File: src/rtl/core_sequencer.sv
// core_sequencer: multi-cycle RISC-V control FSM issuing registered PC/IR/RF/dmem strobes with debug halt, timeout trap and counters
module core_sequencer #(
  parameter int CNT_W = 32,
  parameter int MEM_TIMEOUT = 15,
  parameter int TO_W = 4
) (
  input  logic             clk,
  input  logic             reset,
  input  logic             enable,
  input  logic             step_mode,
  input  logic             step_req,
  input  logic             imem_ready,
  input  logic [2:0]       inst_class,
  input  logic             dmem_ack,
  output logic             ir_load,
  output logic             pc_en,
  output logic             rf_wr_en,
  output logic             dmem_req,
  output logic             dmem_we,
  output logic             halted,
  output logic             trap,
  output logic [1:0]       trap_cause,
  output logic [2:0]       state,
  output logic [CNT_W-1:0] cycle_count,
  output logic [CNT_W-1:0] instret_count
);
  typedef enum logic [2:0] {IDLE, FETCH, DECODE, EXEC, MEM, WB, HALT} state_t;
  state_t cur, nxt, boundary, after_retire;
  logic [TO_W-1:0] to_cnt;
  logic timed_out, ir_load_n, pc_en_n, rf_wr_en_n, dmem_req_n, dmem_we_n, trap_n;
  logic [1:0] cause_n;
  assign state = cur;
  assign timed_out = to_cnt == TO_W'(MEM_TIMEOUT - 1);
  assign boundary = enable ? FETCH : IDLE;
  assign after_retire = step_mode ? HALT : boundary;
  always_comb begin
    nxt = cur;
    ir_load_n = 1'b0;
    pc_en_n = 1'b0;
    rf_wr_en_n = 1'b0;
    dmem_req_n = 1'b0;
    dmem_we_n = 1'b0;
    trap_n = trap;
    cause_n = trap_cause;
    case (cur)
      IDLE: nxt = enable ? FETCH : IDLE;
      FETCH:
        if (imem_ready) begin
          nxt = DECODE;
          ir_load_n = 1'b1;
        end else if (timed_out) begin
          nxt = HALT;
          trap_n = 1'b1;
          cause_n = 2'd2;
        end
      DECODE:
        if (inst_class[2:1] == 2'b11) begin
          nxt = HALT;
          trap_n = 1'b1;
          cause_n = 2'd1;
        end else begin
          nxt = EXEC;
          // a branch retires during EXEC, so its pc_en is registered one edge early
          pc_en_n = inst_class == 3'd3;
        end
      EXEC:
        if (inst_class == 3'd1 || inst_class == 3'd2) begin
          nxt = MEM;
          dmem_req_n = 1'b1;
          dmem_we_n = inst_class == 3'd2;
        end else if (inst_class == 3'd3) nxt = after_retire;
        else begin
          nxt = WB;
          rf_wr_en_n = 1'b1;
          pc_en_n = 1'b1;
        end
      MEM:
        if (dmem_ack) begin
          // dmem_we still remembers whether this is a store
          nxt = dmem_we ? after_retire : WB;
          pc_en_n = 1'b1;
          rf_wr_en_n = !dmem_we;
        end else if (timed_out) begin
          nxt = HALT;
          trap_n = 1'b1;
          cause_n = 2'd3;
        end else begin
          dmem_req_n = 1'b1;
          dmem_we_n = dmem_we;
        end
      WB: nxt = after_retire;
      HALT: nxt = (!trap && (step_req || (!step_mode && enable))) ? boundary : HALT;
      default: nxt = IDLE;
    endcase
  end
  always_ff @(posedge clk) begin
    if (reset) begin
      cur <= IDLE;
      to_cnt <= '0;
      ir_load <= 1'b0;
      pc_en <= 1'b0;
      rf_wr_en <= 1'b0;
      dmem_req <= 1'b0;
      dmem_we <= 1'b0;
      halted <= 1'b0;
      trap <= 1'b0;
      trap_cause <= 2'd0;
      cycle_count <= '0;
      instret_count <= '0;
    end else begin
      cur <= nxt;
      to_cnt <= (nxt != cur) ? '0 : (cur == FETCH || cur == MEM) ? to_cnt + 1'b1 : to_cnt;
      ir_load <= ir_load_n;
      pc_en <= pc_en_n;
      rf_wr_en <= rf_wr_en_n;
      dmem_req <= dmem_req_n;
      dmem_we <= dmem_we_n;
      halted <= nxt == HALT;
      trap <= trap_n;
      trap_cause <= cause_n;
      cycle_count <= cycle_count + CNT_W'(cur != IDLE && cur != HALT);
      instret_count <= instret_count + CNT_W'(pc_en_n);
    end
  end
endmodule
File: config.mk
export PLATFORM = sky130hd
export DESIGN_NAME = core_sequencer
export DESIGN_NICKNAME = d
export VERILOG_FILES = /design/src/rtl/core_sequencer.sv
export SDC_FILE = /design/constraint.sdc
export NUM_CORES = 1
export LEC_CHECK = 0
export CORE_MARGIN = 1
export CORE_UTILIZATION = 50
export CTS_BUF_LIST = sky130_fd_sc_hd__clkbuf_8
export DETAILED_ROUTE_END_ITERATION = 8
export HOLD_SLACK_MARGIN = 0.05
export PLACE_DENSITY = 0.79
export SLEW_MARGIN = 20
export SYNTH_ARGS = -nofsm -noshare
export SYNTH_HDL_FRONTEND = slang
export SYNTH_SLANG_ARGS = --single-unit
File: constraint.sdc
create_clock -name clk -period 4.2 [get_ports clk]
set_input_delay 0.63 -clock clk [delete_from_list [all_inputs] [get_ports clk]]
set_output_delay 0.63 -clock clk [all_outputs]
set_load 0.01 [all_outputs]
Word level (Yosys, flattened, before mapping) --
Index checks and enable logic that the tools add are counted.
Word-level totals: output and inout bits 76, flip-flop bits (word level) 80, logic and storage cells 90
Operators by class: reduce and logical (&&, ||, !) cells 16, bitwise operators 1, add/sub/neg operators 3, muxes and demuxes 38, equality and inequality tests 20
Operator list (number):
- $add A32 B1 Y32 | 2
- $mux W3 | 9
- $pmux W3 S7 | 1
- $mux W1 | 17
- $eq A3 B2 Y1 const B | 4
- $eq A3 B3 Y1 const B | 4
- $mux W2 | 5
- $ne A2 B2 Y1 const B | 5
- $eq A3 B1 Y1 const B | 2
- $ne A3 B3 Y1 const B | 2
- $pmux W1 S2 | 3
- $pmux W1 S3 | 2
- $pmux W2 S3 | 1
- $reduce_and A6 Y1 | 1
- $reduce_bool A3 Y1 | 2
- $add A4 B1 Y4 const B | 1
- $eq A4 B4 Y1 const B | 1
- $reduce_and A4 Y1 | 1
- $reduce_or A2 Y1 | 2
- $logic_and A1 B1 Y1 | 3
- $logic_not A1 Y1 | 3
- $logic_not A3 Y1 | 1
- $logic_or A1 B1 Y1 | 3
- $ne A3 B3 Y1 | 1
- 2 further kinds | 2

Longest topological paths before layout --
Gate-level depths: netlist of the first run.
depth after elaboration 8, depth in mapped cells 13

Worst setup path before layout of the first run --
OpenSTA, ideal clock, no wires.
path type input to register, start point in inst_class[1], end point reg instret_count[24], arrival 2608 ps, stages 12, path slack 1465 ps, path through buf_2 > nand2_1 > o31a_1 > o22ai_1 > ha_1 > ha_1 > and3_1 > clkbuf_1 > nand4_1 > nor3_1 > xnor2_1 > nor2_1
On the way: cells in the longest elaborated chain, start to end 5, elaborated cells between the ends (all ways) 10, classes of those cells add/sub (1); eq/ne (4); mux (4); reduce/logical (1)
RTL lines:
- from (decl) | RTL line 13 | input logic [2:0] inst_class,
- $eq A3 B2 Y1 (tied with other cells) | RTL line 64, 71
- $mux W1 or $logic_or A1 B1 Y1 (tied branches) | RTL line 71, 67
- $mux W1 | RTL line 67 | if (inst_class == 3'd1 || inst_class == 3'd2) begin
- $pmux W1 S3 * | RTL line 45 | case (cur)
- net pc_en_n | RTL line 30 | logic timed_out, ir_load_n, pc_en_n, rf_wr_en_n, dmem_req_n, dmem_we_n, trap_n;
- $add A32 B1 Y32 * | RTL line 122 | instret_count <= instret_count + CNT_W'(pc_en_n);
- to (signal assigned) | RTL line 122
- to (decl) | RTL line 25 | output logic [CNT_W-1:0] instret_count
The timed path passes the listed nets; every way through them passes the cells marked *. A chain may end at the register's enable or synchronous reset.

Worst setup path after layout of the first run --
start point reg cur[2], in the netlist state[2], end point reg cycle_count[30]
On the way: cells in the longest elaborated chain, start to end 3, elaborated cells between the ends (all ways) 4, classes of those cells add/sub (1); eq/ne (1); reduce/logical (2)
RTL lines:
- from (decl) | RTL line 28 | state_t cur, nxt, boundary, after_retire;
- from (signal assigned) | RTL line 111 | cur <= nxt;
- $ne A3 B3 Y1 or $reduce_bool A3 Y1 (tied branches) | RTL line 121 | cycle_count <= cycle_count + CNT_W'(cur != IDLE && cur != HALT);
- $logic_and A1 B1 Y1 * | RTL line 121
- $add A32 B1 Y32 * | RTL line 121
- to (signal assigned) | RTL line 121
- to (decl) | RTL line 24 | output logic [CNT_W-1:0] cycle_count,
Mark *: on every way between the ends. The rest lies on a longest branch, timed or not.

==> impl_metrics.toml, run 1 <==
[floorplan]
initial_core_util = 0.524
design.core.area_mm2 = 0.00733
die_h_um = 89.7
io_pins = 86
die-area_mm2 = 0.00804
rows = 31
die_w_um = 89.7

[drt]
wirelength_mm = 8.77
firstDrtPassIters = 4
ant_nets = 0
wl_per_cell_um = 14.0
routed_via_density = 5.46
vias = 3413
drt_iter0_markers = 141
drcViolationCount = 0

[clock_network]
hold_buffers = 0
cts_root_buffer = "clkbuf_8"
cts.sinks = 80
clk_pin_slew_ns = 0.09
clk_path_buf_depth = 2
cts_made_buffers = 9
cts.repair.resized = 0
insertion_delay_ns = 0.34
cts_setup_buffers = 0
h-tree-depth = 3
cts_tree = "built"

[logic_synthesis]
async_flop_share = 0
synth_ff_type = "dfxtp_1"
synth-edff-count = 0
ys_ff_latch = 80
synth_area_mm2 = 0.00384
synth_area_per_cell_um2 = 8.69
yosysUniqueCellTypes = 52
seq_area_frac_synth = 0.417
syn-instance-count = 442
synth_warnings = 0
synth_nets = 458

[hold_path]
hold_depth = 2
whs_endpoint = "trap_cause[0]"
min_path_type = "register to register"
min_from = "trap_cause[0]"

[global_route]
grt_pass1_wl_mm = 14.5
grt_start_max_net_pins = 44
grt_pass1_vias = 3163
antenna_found_initial = 0
grtUsageTotal = 0.230
grt_overflow = 0

[placement]
globalplace.congestion = 0.898
hpwl_mm = 6.12
io_buffers = 85

[timing]
setup_viol = 0
tns_ns = 0
finalHoldViolations = 0
slew_headroom = 0.582
clock.fmax_ghz = 0.305
fin_crit_ns = 3.28
fin_skew_ns = 0.00770
min_period_over_period = 0.781
rsz0062_at_grt = "false"
worst_pin_slew_ns = 0.627
drv_slew = 0

[outcome]
outcome = "finished clean"

[cells_and_area]
final_util = 0.673
final_cell_mix = "clkdlybuf4s50_1 (84), dfxtp_1 (80), nor2_1 (75)"
drive_above_1_share = 0.0722
syn_to_final_growth_pct = 28.5
fin_nets = 537
antennaDiodeCount = 0
fillers = 608
final_common_cell = "clkdlybuf4s50_1"

[flow_run]
drv_cap = 0

[critical_path]
critical_path.max_fanout = 15
critPathKind = "register to register"
reg2reg_to = "cycle_count[30]"
end_kind = "register"
cp.arrival_ns = 3.50
critical_path_required_ns = 4.42
rr_worst_depth = 11
start_kind = "register"
worstReg2RegStart = "state[2]"
rrSetupSlack_ns = 0.92

[power]
vdd_drop_max_uv = 168
p_leak_nw = 1.76
power.density_mw_per_mm2 = 308
-- registers in the layout, indices dropped and copies added, names as in the netlist --
register,count
cycle_count,32
instret_count,32
to_cnt,4
state,3
trap_cause,2
dmem_req,1
dmem_we,1
halted,1
ir_load,1
pc_en,1
rf_wr_en,1
trap,1
-- logic make-up after synthesis --
| group | after synthesis | share of synthesized area |
|---|---|---|
| buffers and inverters | 35 | 0.0391 |
| XOR/XNOR | 59 | 0.135 |
| multiplexers | 2 | 0.00651 |
| adder cells (fa/ha/maj) | 6 | 0.0195 |
| AND/OR/NAND/NOR | 209 | 0.294 |
| AO/OA/AOI/OAI | 51 | 0.0889 |
| flip-flops | 80 | 0.417 |
-- power breakdown --
part           total (W)  switching, W  internal, W  leakage (nW)
combinational   0.000171     0.0000936    0.0000775          1.03
clock           0.000565      0.000291     0.000274        0.0893
sequential      0.000785     0.0000137     0.000771         0.645
total            0.00152      0.000398      0.00112          1.76
-- metal layers --
layer  up-vias  wire, µm  track usage  share of wire
li1       1673         -            -              -
met1      1622      4130        0.315           0.47
met2       103      4100        0.366           0.47
met3        15       400       0.0329          0.046
met4         0       142       0.0909          0.016
met5         -         0            0              0
-- worst max path at each step --
stage	from	end	slack, ns
3_5_place_dp	inst_class[1]	instret_count[24]	0.73
6_report	state[2]	cycle_count[30]	0.92
4_1_cts	state[2]	cycle_count[30]	0.94
2_1_floorplan	inst_class[1]	instret_count[24]	1.46
3_3_place_gp	inst_class[1]	instret_count[24]	0.79
5_1_grt	state[2]	cycle_count[30]	0.60
-- final cells by class --
class | instances | area [µm²] | share of cell area
tap | 99 | 124 | 0.0251
timing repair buffer | 88 | 868 | 0.176
clock inverter | 7 | 72.6 | 0.0147
clock buffer | 9 | 124 | 0.0251
sequential | 80 | 1600 | 0.324
multi-input combinational | 327 | 2090 | 0.423
inverter | 15 | 56.3 | 0.0114
-- metrics by stage --
stage               total power (W)  instances  hold WS, ns  area, µm²  setup WS (ns)
floorplan                  0.000912        442        0.478       3840           1.46
finish                      0.00152        625        0.484       4940          0.921
CTS                         0.00153        625        0.484       4940          0.936
global placement           0.000967        609        0.462       4740          0.790
detailed placement         0.000972        609        0.460       4740          0.727
global route                0.00159        625        0.507       4940          0.598
-- critical path: stages (launching register included) --
cell     delay, ns
dfxtp_1       0.66
inv_1         0.23
nor2_1        0.26
or3_1         0.16
ha_1          0.22
ha_1          0.25
nand4_1       0.29
nor4_4        0.52
nand2_1       0.17
nor3_1        0.20
xnor2_1       0.14
nor2_1        0.05
-- synthesized netlist by cell type, types with 3 or more instances --
master    count  area [µm²]
clkbuf_1      9        33.8
nand3b_1      3        22.5
buf_2         9        45.0
nor3_1       13        65.1
or3_1         9        56.3
nor2_1       75         282
and3_1        7        43.8
nand2_1      23        86.3
nand3_1      25         125
a211oi_1      4        30.0
inv_1        15        56.3
dfxtp_1      80        1600
a21oi_1      15        75.1
xnor2_1      26         228
nor3_2        4        40.0
ha_1          6        75.1
o21ai_0      13        65.1
and4_1        6        52.6
nand2b_1      7        43.8
xor2_1       33         289
nand4_1      15        93.8
nor2b_1       9        56.3
No activity file was read; power rests on OpenSTA's default activity.
==> run 2: changes to the inputs <==
==> constraint.sdc (replaced) <==
create_clock -name clk -period 3.4 [get_ports clk]
set_input_delay 0.51 -clock clk [delete_from_list [all_inputs] [get_ports clk]]
set_output_delay 0.51 -clock clk [all_outputs]
set_load 0.01 [all_outputs]
==> run 2 against run 1 <==
Net effect: clock-buffer cell count up 2; worst hold slack worse by 0.012 ns; sequential cell count unchanged; utilization up 0.22 points; via count decreased by 0.44%; clock power up 18%; cell area grew 0.33%; die area did not move; worst setup slack worse by 0.35 ns; register-to-register slack got worse by 0.33 ns; critical path type is now input port to register.
==> impl_metrics.toml, run 2 (same netlist as run 1, synthesis figures left out) <==
[timing]
finalHoldViolations = 0
min_period_over_period = 0.833
worst_hold_slack_ns = 0.472
clock.fmax_ghz = 0.353
setup_viol = 0
fin_skew_ns = 0.0107
fin_crit_ns = 2.83
worst_pin_slew_ns = 0.606
drv_slew = 0
rsz0062_at_grt = "false"
tns_ns = 0
slew_headroom = 0.596

[clock_network]
hold_buffers = 0
clk_path_buf_depth = 2
cts_root_buffer = "clkbuf_8"
cts_tree = "built"
h-tree-depth = 3
insertion_delay_ns = 0.35
cts.repair.resized = 0
clk_pin_slew_ns = 0.08
cts_setup_buffers = 0
cts_made_buffers = 9
cts.sinks = 80

[cells_and_area]
fin_nets = 540
fillers = 580
drive_above_1_share = 0.0794
final_common_cell = "clkdlybuf4s50_1"
final_cell_mix = "clkdlybuf4s50_1 (84), dfxtp_1 (80), nor2_1 (75)"
area.sequential_mm2 = 0.00160
multiInputGateArea_mm2 = 0.00209
antennaDiodeCount = 0
syn_to_final_growth_pct = 28.9
top_regs = "cycle_count (32), instret_count (32), to_cnt (4)"

[floorplan]
io_pins = 86
die_w_um = 89.7
design.core.area_mm2 = 0.00733
rows = 31
die-area_mm2 = 0.00804
initial_core_util = 0.524
die_h_um = 89.7

[power]
p_sw_w = 0.000490
power_frac_clock = 0.361
combPwrFrac = 0.114
p_int_w = 0.00136
vdd_drop_max_uv = 244
seqPwrFrac = 0.525
total_power_w = 0.00185
p_sw_frac = 0.265
p_leak_nw = 1.79
power.density_mw_per_mm2 = 373

[critical_path]
end_kind = "register"
worstReg2RegStart = "state[1]"
critical_path.max_fanout = 7
critical_path_required_ns = 3.62
critPathKind = "input port to register"
rrSetupSlack_ns = 0.59
start_kind = "input port"
reg2reg_to = "cycle_count[30]"
rr_worst_depth = 10
cp.arrival_ns = 3.05

[global_route]
grtUsageTotal = 0.227
grt_start_max_net_pins = 46
grt_pass1_wl_mm = 14.1
antenna_found_initial = 0
grt_overflow = 0
grt_pass1_vias = 3033

[hold_path]
min_path_type = "register to register"
min_from = "trap_cause[0]"
whs_endpoint = "trap_cause[0]"
hold_depth = 2

[outcome]
outcome = "finished clean"

[drt]
wl_per_cell_um = 13.9
ant_nets = 0
routed_via_density = 5.41
drt_iter0_markers = 117
vias = 3398
wirelength_mm = 8.76
drcViolationCount = 0
firstDrtPassIters = 4

[placement]
io_buffers = 85
globalplace.congestion = 0.897
hpwl_mm = 6.25

[flow_run]
drv_cap = 0
-- run 2: changes by cell type in the layout (fill, tap and decap cells not counted) --
cell        before  now
buf_4            3    6
clkinvlp_4       4    1
clkbuf_8         9   11
clkinv_4         0    2
bufinv_16        1    0
clkinv_2         0    1
inv_1           16   15
-- run 2: critical path, cell delays in order --
cell             delay (ns)
clkdlybuf4s50_1        0.61
nand2_1                0.12
o31a_1                 0.25
o22ai_1                0.23
ha_1                   0.26
ha_1                   0.21
and3_1                 0.22
nand4_1                0.21
nor3_1                 0.23
xnor2_1                0.14
nor2_1                 0.05
-- run 2: metal layers --
layer  track usage  vias up  share of wire  routed length [µm]
li1              -     1683              -                   -
met1         0.300     1606           0.47                4110
met2         0.367      101           0.47                4090
met3        0.0356        8          0.052                 456
met4        0.0981        0          0.011                  97
met5             0        -              0                   0
-- run 2: final cells by class --
class                   instances  share of cell area
multi-input cells             327               0.422
flip-flops and latches         80               0.323
repair buffers                 91               0.180
clock buffers                  11              0.0306
well taps                      99              0.0250
inverters                      15              0.0114
clock inverters                 5             0.00783
-- run 2: worst max path at each step --
stage	endpoint	slack (ns)	from	cells past startpoint
3_3_place_gp	instret_count[24]	0.26	inst_class[1]	11
5_1_grt	instret_count[25]	0.35	inst_class[1]	11
4_1_cts	cycle_count[30]	0.56	state[1]	10
6_report	instret_count[24]	0.57	inst_class[1]	11
2_1_floorplan	instret_count[24]	0.74	state[0]	13
3_5_place_dp	instret_count[24]	0.20	inst_class[1]	11
-- run 2: power by group through the flow --
stage / combinational, W / clock [W] / sequential (W)
final: 0.000211 / 0.000667 / 0.000971
after CTS: 0.000211 / 0.000680 / 0.000971
after global placement: 0.000204 / 0 / 0.000992
after global routing: 0.000233 / 0.000722 / 0.000975
after detailed placement: 0.000209 / 0 / 0.000993
after floorplan: 0.000132 / 0 / 0.000994
-- run 2: stage by stage --
stage          utilization  setup WS (ns)  area, µm²  instances
6_report             0.676          0.566       4950        628
5_1_grt              0.676          0.350       4950        628
3_5_place_dp         0.650          0.199       4760        612
3_3_place_gp         0.650          0.263       4760        612
4_1_cts              0.676          0.559       4950        628
2_1_floorplan            -          0.740       3840        442
==> run 3: changes to the inputs <==
==> constraint.sdc (replaced) <==
create_clock -name clk -period 2.75 [get_ports clk]
set_input_delay 0.4125 -clock clk [delete_from_list [all_inputs] [get_ports clk]]
set_output_delay 0.4125 -clock clk [all_outputs]
set_load 0.01 [all_outputs]
==> run 3 against run 2 <==
Net effect: sequential power grew 24%; total power grew 28%; die area is the same; global-route usage grew 0.61 points; clock skew grew 0.0024 ns; first-iteration DRC count grew 19%; worst hold slack lost 0.0045 ns; critical path depth is the same; sequential cell count is the same; critical path type unchanged; highest routed layer unchanged.
==> impl_metrics.toml, run 3 (same netlist as run 1, synthesis figures left out) <==
[clock_network]
cts_tree = "built"
clk_path_buf_depth = 2
cts.sinks = 80
hold_buffers = 0
insertion_delay_ns = 0.35
clk_pin_slew_ns = 0.08
cts_root_buffer = "clkbuf_8"
h-tree-depth = 3
cts_made_buffers = 9

[critical_path]
start_kind = "input port"
rr_worst_depth = 11
critical_path.max_fanout = 4
critical_path_required_ns = 2.95
cpPeakStageDelay_ns = 0.52
worstReg2RegStart = "state[2]"
cpMaxStageDelayCell = "clkdlybuf4s50_1"
cp.arrival_ns = 2.75
reg2reg_to = "cycle_count[26]"
path_cells = "clkdlybuf4s50_1, nand2_1, o31a_1, o22ai_1, ha_1, ha_1, and3_1, nand4_1, nor3_2, xnor2_1, nor2_1"
end_kind = "register"
rrSetupSlack_ns = 0.22
critPathKind = "input port to register"
cpMostUsedCell = "ha_1"

[timing]
drv_slew = 0
slew_headroom = 0.382
finalHoldViolations = 0
clock.fmax_ghz = 0.393
fin_skew_ns = 0.0131
setup_viol = 0
fin_crit_ns = 2.55
worst_hold_slack_ns = 0.468
min_period_over_period = 0.926
rsz0062_at_grt = "false"
worst_pin_slew_ns = 0.927

[outcome]
outcome = "finished clean"

[hold_path]
min_path_type = "register to register"
min_from = "trap_cause[0]"
whs_endpoint = "trap_cause[0]"
hold_depth = 2

[power]
total_power_w = 0.00236
vdd_drop_max_uv = 323
p_leak_nw = 1.87
power.density_mw_per_mm2 = 464

[cells_and_area]
fin_nets = 555
final_cell_mix = "clkdlybuf4s50_1 (84), dfxtp_1 (80), nor2_1 (74)"
final_common_cell = "clkdlybuf4s50_1"
syn_to_final_growth_pct = 32.4
fin_cells = 643
drive_above_1_share = 0.108
antennaDiodeCount = 0
top_regs = "cycle_count (32), instret_count (32), to_cnt (4)"

[drt]
ant_nets = 0
wl_per_cell_um = 13.8
drcViolationCount = 0
routed_via_density = 5.38
firstDrtPassIters = 4
vias = 3462
drt_iter0_markers = 139
wirelength_mm = 8.89

[floorplan]
initial_core_util = 0.524
design.core.area_mm2 = 0.00733
die-area_mm2 = 0.00804
rows = 31
die_w_um = 89.7
io_pins = 86
die_h_um = 89.7

[placement]
globalplace.congestion = 0.886
io_buffers = 85
hpwl_mm = 6.34
dp.cells = 625

[global_route]
grt_pass1_vias = 3210
grt_overflow = 0
grtUsageTotal = 0.233
grt_pass1_wl_mm = 14.6
grt_start_max_net_pins = 53
antenna_found_initial = 0

[flow_run]
drv_cap = 0
run 3: final cells by class:
type | instances | area, µm²
multi-input cells | 327 | 2100
inverters | 15 | 56.3
repair buffers | 106 | 1000
flip-flops and latches | 80 | 1600
well taps | 99 | 124
clock buffers | 10 | 138
fillers | 577 | 2240
clock inverters | 6 | 66.3
run 3: worst max-delay path by stage:
stage / start / end / slack (ns) / cells after the start
6_report: inst_class[1] / instret_count[24] / 0.20 / 11
3_5_place_dp: inst_class[1] / instret_count[24] / -0.19 / 11
3_3_place_gp: inst_class[1] / instret_count[24] / -0.08 / 11
5_1_grt: state[2] / cycle_count[26] / 0.02 / 11
2_1_floorplan: state[0] / instret_count[24] / 0.09 / 13
4_1_cts: state[2] / cycle_count[26] / 0.14 / 11
run 3: repair_timing:
item,CTS,global route
setup endpoints to repair,0,7
endpoints found under the hold margin,0,0
resized for setup,0,2
setup buffers,0,2
run 3: per-stage QoR:
stage / setup TNS [ns] / area [µm²] / util / setup WS (ns)
floorplan: 0 / 3840 / - / 0.0899
global placement: -0.162 / 4860 / 0.663 / -0.0831
detailed placement: -0.844 / 4860 / 0.663 / -0.187
CTS: 0 / 5060 / 0.691 / 0.136
global route: 0 / 5090 / 0.694 / 0.0188
finish: 0 / 5090 / 0.694 / 0.205
run 3: critical path, delay by kind of cell:
family | cells | cell delay [ns]
AO/OA/AOI/OAI | 2 | 0.47
XOR/XNOR | 1 | 0.15
adder cells (fa/ha/maj) | 2 | 0.41
buffers and inverters | 1 | 0.52
AND/OR/NAND/NOR | 5 | 0.78
run 3: routing by layer:
metal  vias up  share of wire  global-route usage
met1      1633           0.47               0.301
met2       106           0.48               0.388
met5         -              0                   0
li1       1709              -                   -
met3        14          0.044              0.0320
met4         0          0.015              0.0996
run 3: power by group:
part           switching [W]  internal (W)  leakage (nW)
clock network       0.000437      0.000448         0.107
registers          0.0000211       0.00118         0.645
logic               0.000145      0.000132          1.12
